[src/rtl/dmem_bus_arbiter.sv]
// Arbitrates the shared data-memory/IO bus between the CPU memory stage (fixed priority) and a DMA/loader port.
// Optional performance counters are enabled with `define ARB_PERF_CNT_EN.
module dmem_bus_arbiter #(
   parameter int unsigned DBITS        = 32,
   parameter int unsigned MAX_BURST    = 8,
   parameter int unsigned STARVE_LIMIT = 15
) (
   input  logic             clk,
   input  logic             reset,
`ifdef ARB_PERF_CNT_EN
   output logic [31:0]      perfCpuStall,
   output logic [31:0]      perfDmaBeats,
`endif
   input  logic             cpuReq,
   input  logic             cpuWe,
   input  logic [DBITS-1:0] cpuAddr,
   input  logic [DBITS-1:0] cpuWdata,
   output logic             cpuStall,
   output logic [DBITS-1:0] cpuRdata,
   output logic             cpuRvalid,
   input  logic             dmaReq,
   input  logic             dmaWe,
   input  logic [DBITS-1:0] dmaAddr,
   input  logic [DBITS-1:0] dmaWdata,
   input  logic             dmaLast,
   output logic             dmaGnt,
   output logic [DBITS-1:0] dmaRdata,
   output logic             dmaRvalid,
   output logic [DBITS-1:0] busAddr,
   output logic [DBITS-1:0] busWdata,
   output logic             busWe,
   input  logic [DBITS-1:0] busRdata
);

   localparam int unsigned BCW = (MAX_BURST > 1) ? $clog2(MAX_BURST) : 1;
   localparam int unsigned SCW = $clog2(STARVE_LIMIT + 1);

   typedef enum logic {OWN_CPU, OWN_DMA} ownerT;

   ownerT          owner, ownerNext;
   logic [BCW-1:0] beatCnt, beatNext;
   logic [SCW-1:0] starveCnt, starveNext;
   logic           rdValid, rdDma;
   logic           cpuWin, dmaWin, forceDma;

   assign forceDma = dmaReq && (starveCnt == SCW'(STARVE_LIMIT));

   always_ff @(posedge clk or negedge reset) begin
      if (!reset) begin
         owner     <= OWN_CPU;
         beatCnt   <= '0;
         starveCnt <= '0;
         rdValid   <= 1'b0;
         rdDma     <= 1'b0;
      end else begin
         owner     <= ownerNext;
         beatCnt   <= beatNext;
         starveCnt <= starveNext;
         rdValid   <= (cpuWin && !cpuWe) || (dmaWin && !dmaWe);
         rdDma     <= dmaWin;
      end
   end

   // Winner selection is suppressed while reset is low so every output sits at its reset value.
   always_comb begin
      cpuWin    = 1'b0;
      dmaWin    = 1'b0;
      ownerNext = owner;
      beatNext  = beatCnt;
      if (reset) begin
         unique case (owner)
            OWN_CPU: begin
               if (cpuReq && !forceDma) begin
                  cpuWin = 1'b1;
               end else if (dmaReq) begin
                  dmaWin = 1'b1;
                  if (!dmaLast && (MAX_BURST > 1)) begin
                     ownerNext = OWN_DMA;
                     beatNext  = BCW'(1);
                  end
               end
            end
            OWN_DMA: begin
               dmaWin = dmaReq;
               if (!dmaReq || dmaLast || (beatCnt == BCW'(MAX_BURST - 1))) begin
                  ownerNext = OWN_CPU;
                  beatNext  = '0;
               end else begin
                  beatNext = beatCnt + 1'b1;
               end
            end
            default: ownerNext = OWN_CPU;
         endcase
      end
   end

   always_comb begin
      starveNext = starveCnt;
      if (dmaWin) begin
         starveNext = '0;
      end else if (reset && dmaReq && (starveCnt != SCW'(STARVE_LIMIT))) begin
         starveNext = starveCnt + 1'b1;
      end
   end

   assign cpuStall = reset && cpuReq && !cpuWin;
   assign dmaGnt   = dmaWin;

   always_comb begin
      busAddr  = '0;
      busWdata = '0;
      busWe    = 1'b0;
      if (cpuWin) begin
         busAddr  = cpuAddr;
         busWdata = cpuWdata;
         busWe    = cpuWe;
      end else if (dmaWin) begin
         busAddr  = dmaAddr;
         busWdata = dmaWdata;
         busWe    = dmaWe;
      end
   end

   assign cpuRvalid = rdValid && !rdDma;
   assign dmaRvalid = rdValid && rdDma;
   assign cpuRdata  = cpuRvalid ? busRdata : '0;
   assign dmaRdata  = dmaRvalid ? busRdata : '0;

`ifdef ARB_PERF_CNT_EN
   always_ff @(posedge clk or negedge reset) begin
      if (!reset) begin
         perfCpuStall <= '0;
         perfDmaBeats <= '0;
      end else begin
         if (cpuReq && cpuStall) perfCpuStall <= perfCpuStall + 32'd1;
         if (dmaGnt)             perfDmaBeats <= perfDmaBeats + 32'd1;
      end
   end
`endif

endmodule
[config.mk]
export PLATFORM = sky130hd
export DESIGN_NAME = dmem_bus_arbiter
export DESIGN_NICKNAME = d
export VERILOG_FILES = /design/src/rtl/dmem_bus_arbiter.sv
export SDC_FILE = /design/constraint.sdc
export NUM_CORES = 1
export LEC_CHECK = 0
export ABC_AREA = 1
export ABC_CLOCK_PERIOD_IN_PS = 1900
export BUFFER_PORTS_ARGS = -buffer_cell sky130_fd_sc_hd__buf_2
export CAP_MARGIN = 20
export CORE_AREA = 2 2 117 119
export CTS_CLUSTER_DIAMETER = 40
export DETAILED_ROUTE_END_ITERATION = 16
export DIE_AREA = 0 0 119 121
export GPL_TIMING_DRIVEN = 0
export MAX_ROUTING_LAYER = met4
export PLACE_DENSITY = 0.51
export SETUP_SLACK_MARGIN = 0.05
export SLEW_MARGIN = 5
export SYNTH_ARGS = -nofsm -noshare
export SYNTH_HDL_FRONTEND = slang
export SYNTH_SLANG_ARGS = --single-unit
[constraint.sdc]
create_clock -name clk -period 1.9 [get_ports clk]
set_clock_uncertainty 0.2 [all_clocks]
set_input_delay 0.095 -clock clk [delete_from_list [all_inputs] [get_ports clk]]
set_output_delay 0.095 -clock clk [all_outputs]
set_load 0.02 [all_outputs]
==> impl_results.md, run 1 <==
- IO buf count: 299
- Die W: 119 um
- Status: complete, but fails checks
- Core outline area: 13100 um2
- Finished Cell Area: a little under 5000 um2
- Crit path from: starveCnt[1]
- Reg2reg path depth: 10
- # rows: 42
- Starting DRT DRC Count: 98
- Die H: 121 um
- Critical path peak fanout: 7
- Peak Freq: 469 MHz
- Area taken by flip-flops and latches: 250 um2
- Worst Max-Slew Pin Slew: 0.569 ns
- Placed insts: 872
- RSZ-0062 raised after global routing: true
- Final #Nets: about 900
- Critical path arrival: 1.84 ns
- Total track usage: 15.0%
- Final hold violation count: 0
- Die area: 14400 um2
- DP Area: 3630 um2
- Area growth syn-to-layout: 154%
- Reg2reg setup slack: 0.08 ns
- Maximum vdd drop: 0.000338 V
- Num CTS Buffers: 3
- Clk slew on worst S/H paths: 0.04 ns
- Mapped Avg Cell Area: roughly 4.8 um2
- Antenna viol nets, final: 0
- Routed vias: 3717
- Setup tns final: -12.59 ns
- Reg-to-reg endpoint: starveCnt[3]
- Crit path kind: flop to primary output
- Class of the worst hold path: input pin to flop
- CP endpoint kind: primary output
- Max Root-Sink Buffers: 2
- CTS tree: yes
- Seq/Total Area, Yosys: 13.1%
- Vias in the first global route: 3406
- First-pass GRT wire length: about 17000 um
- H-tree levels: 1
- Tmin final: between 2 and 2.5 ns
- WL/cell: 13.3 um
- Synth Register Bits: 10
- Total wire length: between 10000 and 15000 um
- Gp weighted congestion: 0.846
- Final setup fails: 67
- Filler instances: 1469
- Warnings, synthesis: 0
- Mapped Nets: ~570
- DRC violations left: 0
- Vias/cell: 4.12
- Setup crit end: busWdata[31]
- Leak pwr: 3.08 nW
- Starting Density: 14.6%
- CTS root buf: clkbuf_16
- Initial antenna violation count: 0
- PnR worst setup slack: -0.231 ns
- IO Count: 300
- Syn Std Cell Area: around 1900 um2
- First-pass iteration count of the detailed router: 4
- Cell count after synthesis: 397
- Post-route insts no fill: between 900 and 1000
- Largest net degree at the start of global routing: 11
- Antenna cell count: 0
- Max-cap check violation count: 0
- Crit path launch type: flop
- Slew headroom: 62.0%
- Multi-input combinational cell area: 1690 um2
- FF-to-FF Start: starveCnt[1]
- Fraction of layout cells with a size suffix above 1: about 59%
- Detailed Place HPWL: 9370 um
- Congestion Overflow GR: 0
- Power density over the cells: 605 nW/um2
- CTS Sinks: 10
- Clk_lat worst skew: 0.24 ns
- Failing checks: negative setup slack
- Final core occ: 37.2%
- CP required: 1.60 ns
- Final Cycle Share: 112%
- Post-synthesis cell type count: 19
- Fin. max-slew vios: 0
synth_stat cells, drive strengths merged:
master / number / area, um2
clkbuf: 11 / 41.3
o21ai: 1 / 5.00
xor2: 1 / 8.76
nand3: 76 / 385
nand4: 3 / 18.8
nand2: 152 / 571
nand3b: 1 / 7.51
nor2: 72 / 273
inv: 47 / 176
dfrtp: 10 / 250
clkinv: 1 / 3.75
o21bai: 2 / 15.0
buf: 16 / 115
ha: 3 / 37.5
a21boi: 1 / 7.51
metrics by stage:
| stage | hold slack (ns) | power [mW] | worst slack, ns |
|---|---|---|---|
| 2_1_floorplan | -0.401 | 1.19 | 0.145 |
| 3_3_place_gp | -0.198 | 1.75 | -0.292 |
| 3_5_place_dp | -0.195 | 1.74 | -0.276 |
| 4_1_cts | 0.0721 | 2.75 | -0.236 |
| 5_1_grt | 0.109 | 3.14 | -0.338 |
| 6_report | 0.0716 | 2.94 | -0.231 |
layer usage:
layer / GRT usage [%] / share of wire [%] / vias up
li1: - / - / 1874
met1: 16.7 / 37 / 1631
met3: 3.20 / 8.4 / 10
met5: - / 0 / -
met4: 1.26 / 1.0 / 0
met2: 28.6 / 53 / 202
kinds of logic (layout without fill, tap and decap cells):
| kind of cell | after synthesis | count (layout) | share of synthesized area (%) |
|---|---|---|---|
| flops | 10 | 10 | 13.1 |
| xor+xnor | 1 | 1 | 0.457 |
| simple gates | 304 | 304 | 65.5 |
| compound gates | 4 | 4 | 1.44 |
| fa+ha+maj | 3 | 3 | 1.96 |
| buf+inv | 75 | 405 | 17.6 |
worst min path at each step:
stage	startpoint	endpoint	slack, ns	cells past startpoint
finish	dmaLast	beatCnt[2]	0.07	6
global route	dmaLast	beatCnt[2]	0.11	6
CTS	dmaLast	beatCnt[2]	0.07	6
detailed placement	reset	beatCnt[1]	-0.19	1
global placement	reset	beatCnt[1]	-0.20	1
floorplan	reset	beatCnt[0]	-0.40	0
repair_timing:
| item | in CTS | in global routing |
|---|---|---|
| buffers inserted | 15 | 2 |
| endpoints found under the setup margin | 69 | 105 |
| gates resized for setup | 181 | 86 |
| cloned | 5 | 2 |
| endpoints found under the hold margin | 11 | 0 |
| pin swaps | 6 | 10 |
| hold buffers | 3 | 0 |
sequential cells by signal, indices dropped and copies added, names as in the netlist:
name       flops
beatCnt        3
owner          1
rdDma          1
rdValid        1
starveCnt      4
cells in the final DEF (no fill, tap or decap), types with 3 or more instances in the layout:
cell type	n
inv_1	45
nand2_4	16
nand3_1	56
buf_2	245
clkbuf_1	6
dlygate4sd3_1	3
dfrtp_1	10
nor2_4	3
nand2_2	38
nand3_2	17
buf_12	3
nand2_1	98
clkbuf_2	4
buf_8	8
nor2_1	67
buf_6	67
nand3_4	3
nand4_1	3
buf_4	12
clkbuf_16	5
critical path, cell delays in order (launching register included):
cell and delay (ns):
dfrtp_1 0.39, ha_2 0.20, nand4_1 0.15, nand3_4 0.12
buf_12 0.15, buf_12 0.14, buf_4 0.15, nand3_1 0.07
nand2_1 0.07, buf_4 0.16
final cells by class:
type / count / share of cell area [%]
Tap cell: 176 / 4.52
Timing Repair Buffer: 326 / 44.9
Sequential cell: 10 / 5.14
Clock buffer: 4 / 1.83
Inverter: 48 / 3.75
Buffer: 27 / 5.12
Multi-Input combinational cell: 312 / 34.7
report_power, final:
| group | total [mW] | leakage [nW] | switching (mW) | internal [mW] |
|---|---|---|---|---|
| Clock | 0.413 | 0.0442 | 0.0966 | 0.316 |
| Combinational | 2.21 | 2.90 | 1.15 | 1.06 |
| Sequential | 0.319 | 0.132 | 0.0482 | 0.271 |
No activity file was read; power rests on OpenSTA's default activity.
==> run 2, diff against run 1 <==
--- a/config.mk
+++ b/config.mk
@@ -5,17 +5,17 @@
 export SDC_FILE = /design/constraint.sdc
 export NUM_CORES = 1
 export LEC_CHECK = 0
-export ABC_AREA = 1
+export ABC_AREA = 0
 export ABC_CLOCK_PERIOD_IN_PS = 1900
 export BUFFER_PORTS_ARGS = -buffer_cell sky130_fd_sc_hd__buf_2
 export CAP_MARGIN = 20
-export CORE_AREA = 2 2 117 119
+export CORE_AREA = 2 2 116 118
 export CTS_CLUSTER_DIAMETER = 40
 export DETAILED_ROUTE_END_ITERATION = 16
-export DIE_AREA = 0 0 119 121
+export DIE_AREA = 0 0 118 120
 export GPL_TIMING_DRIVEN = 0
 export MAX_ROUTING_LAYER = met4
-export PLACE_DENSITY = 0.51
+export PLACE_DENSITY = 0.6
 export SETUP_SLACK_MARGIN = 0.05
 export SLEW_MARGIN = 5
 export SYNTH_ARGS = -nofsm -noshare
==> run 2 against run 1 <==
Maximum frequency is essentially flat. Highest routed layer unchanged. Via count grew 16%. The run still ends with negative setup slack left. Sequential share of layout area shrank 0.83 points. Critical path type unchanged. Area after synthesis grew 53%. First-iteration DRC count grew to 2.7 times the previous value. Largest power group unchanged. Core utilization grew 8.5 points. Critical endpoint is now busWdata[21].
==> impl_results.md, run 2 <==
- Status: complete, but fails checks
- Failing checks: negative setup slack
- CTS root buf: clkbuf_16
- Peak Freq: 469 MHz
- Max Root-Sink Buffers: 2
- M2 GR Usage: 36.0%
- CTS tree: yes
- Slew headroom: 64.5%
- Clk_lat worst skew: 0.24 ns
- Int Pwr: roughly 1.6 mW
- Slowest CP cell: dfrtp_1
- Vias/cell: 4.92
- Tmin final: between 2 and 2.5 ns
- Synth Register Bits: 10
- Fin. max-slew vios: 0
- Maximum vdd drop: 0.000281 V
- Final Cycle Share: 112%
- Syn Std Cell Area: 2930 um2
- Commonest cells in the netlist: nand3_1, o211ai_2, a21boi_2, and2_1, and3_1
- Seq/Total Area, Yosys: 8.55%
- Antenna viol nets, final: 0
- Most frequent cells in the layout: buf_2, a21boi_2, buf_6
- Gp weighted congestion: 0.811
- Comb pwr share: 75.0%
- Global route hottest layer: met2
- WL/cell: 17.0 um
- Predominant post-synthesis flop cell: dfrtp_1
- Power density over the cells: 495 nW/um2
- H-tree levels: 1
- Warnings, synthesis: 0
- Crit path kind: flop to primary output
- Num CTS Buffers: 3
- Routed vias: 4321
- Most common cell in the netlist: nand3_1
- CP peak stage delay: 0.40 ns
- IO buf count: 298
- Vias in the first global route: 4332
- Detailed Place HPWL: 10900 um
- Fraction of layout cells with a size suffix above 1: 72.3%
- # rows: 42
- Synth top area cells: o211ai_2, a21boi_2, nand3_1, dfrtp_1, and2_1
- Final #Nets: 872
- DRC violations left: 0
- Largest net degree at the start of global routing: 12
- Final setup fails: 67
- P_sw: 1.38 mW
- Critical path peak fanout: 5
- IO Count: 300
- Starting DRT DRC Count: 261
- Starting Density: 22.5%
- Met3 Use GR: about 3.1%
- Post-synthesis cell type count: 31
- Die W: 118 um
- Leak pwr: 2.88 nW
- Synth top area share: between 15 and 20%
- PnR worst setup slack: -0.232 ns
- CP cell instances: ha_4, and4_4, buf_12, clkbuf_16, o211ai_2, a21boi_2, buf_4
- Top delay family on crit path: buffers and inverters
- Total wire length: 15000 um
- Clk slew on worst S/H paths: 0.04 ns
- Die area: 14200 um2
- Largest registers: starveCnt (4), beatCnt (3)
- Final hold violation count: 0
- Mapped Nets: 542
- Commonest non-fill, non-tap cell in the layout: buf_2
- Clk pwr share: 14.5%
- First-pass iteration count of the detailed router: 4
- GRT met1 Usage: 24.0%
- First-pass GRT wire length: 22800 um
- Critical path arrival: 1.84 ns
- Sw Ratio: between 40% and 50%
- CTS Sinks: 10
- Cell count after synthesis: 372
- CP required: 1.60 ns
- CP endpoint kind: primary output
- Initial antenna violation count: 1
- Congestion Overflow GR: 0
- Core outline area: 13000 um2
- Worst Max-Slew Pin Slew: 0.531 ns
- Post-synth EDFFs: 0
- Die H: 120 um
- Power share of the sequential group: 10.5%
- Area leader, netlist: o211ai_2
- Total track usage: 20.1%
- Setup tns final: -11.92 ns
- Top reg by flops: starveCnt
- Crit path buf inv count: 3
- Post-synth ARST share: 100%
- Area growth syn-to-layout: 103%
- Max FFs per register: 4
- Mapped Avg Cell Area: 7.86 um2
- Max-cap check violation count: 0
- Crit path launch type: flop
- Final core occ: between 40% and 50%
- Class of the worst hold path: input pin to flop
- RSZ-0062 raised after global routing: true
[run 2: cell types whose count changed after synthesis, sizes merged, moves of 14 or more]
| cell | previous run | this run |
|---|---|---|
| and2 | 0 | 34 |
| and3 | 0 | 34 |
| inv | 47 | 0 |
| nor2 | 72 | 2 |
| buf | 16 | 30 |
| nand2 | 152 | 6 |
| o211ai | 0 | 67 |
| a21boi | 1 | 66 |
[run 2: final timing paths]
path                               from      endpoint  slack (ns)  depth (start not counted)
max                        starveCnt[1]  busWdata[21]       -0.23                          7
max reg2reg                starveCnt[1]    beatCnt[2]       -0.15                          7
max in group asynchronous         reset  starveCnt[2]        0.91                          2
min reg2reg                  beatCnt[1]    beatCnt[1]        0.32                          1
min in group asynchronous         reset  starveCnt[1]        0.21                          2
min                               cpuWe       rdValid        0.05                          3
[run 2: final cells by class]
type / count / area (um2)
Antenna cell: 1 / 2.50
Buffer: 54 / 433
Clock buffer: 4 / 88.8
Fill cell: 1276 / 7050
Multi-Input combinational cell: 309 / 2720
Sequential cell: 10 / 255
Tap cell: 176 / 220
Timing Repair Buffer: 324 / 2200
[run 2: stage by stage]
step	instance area (um2)	power [mW]	cells	setup slack, ns	hold slack (ns)
finish	5930	2.94	878	-0.232	0.0508
detailed placement	4730	2.10	846	-0.334	-0.213
global placement	4730	2.09	846	-0.353	-0.208
floorplan	3020	1.49	372	0.0796	-0.401
CTS	5590	2.81	870	-0.199	0.0355
global route	5930	3.13	878	-0.300	0.0434
[run 2: routing by layer]
layer	vias up	part of all wire, %
met5	-	0
met4	0	1.2
met3	14	6.3
met2	207	50
met1	2020	42
li1	2080	-
[run 2: power groups by stage]
stage	combinational [mW]	sequential [mW]	clock, mW
5_1_grt	2.36	0.316	0.455
6_report	2.20	0.309	0.425
3_3_place_gp	1.78	0.312	0
2_1_floorplan	1.20	0.295	0
4_1_cts	2.07	0.306	0.431
3_5_place_dp	1.79	0.310	0
[run 2: cell families (layout without fill, tap and decap cells)]
| logic type | after synthesis | in the layout | synth area share, % |
|---|---|---|---|
| other cells | 0 | 1 | 0 |
| flops | 10 | 10 | 8.55 |
| compound gates | 146 | 146 | 48.9 |
| fa+ha+maj | 3 | 3 | 1.28 |
| buf+inv | 54 | 382 | 10.0 |
| mux | 2 | 2 | 0.770 |
| simple gates | 157 | 158 | 30.5 |
[run 2: worst min-delay path: cells and delay by family]
kind,cells,cell delay (ns)
AOI/OAI and AO/OA,1,0.20
buffers and inverters,1,0.09
and+or+nand+nor,1,0.05
[run 2: timing repair]
action / in CTS / in global routing
buffers inserted: 11 / 3
setup endpoints to repair: 103 / 100
endpoints found under the hold margin: 10 / 0
cloned: 8 / 4
resized for setup: 164 / 55
pin swaps: 47 / 79
hold buffers: 1 / 0
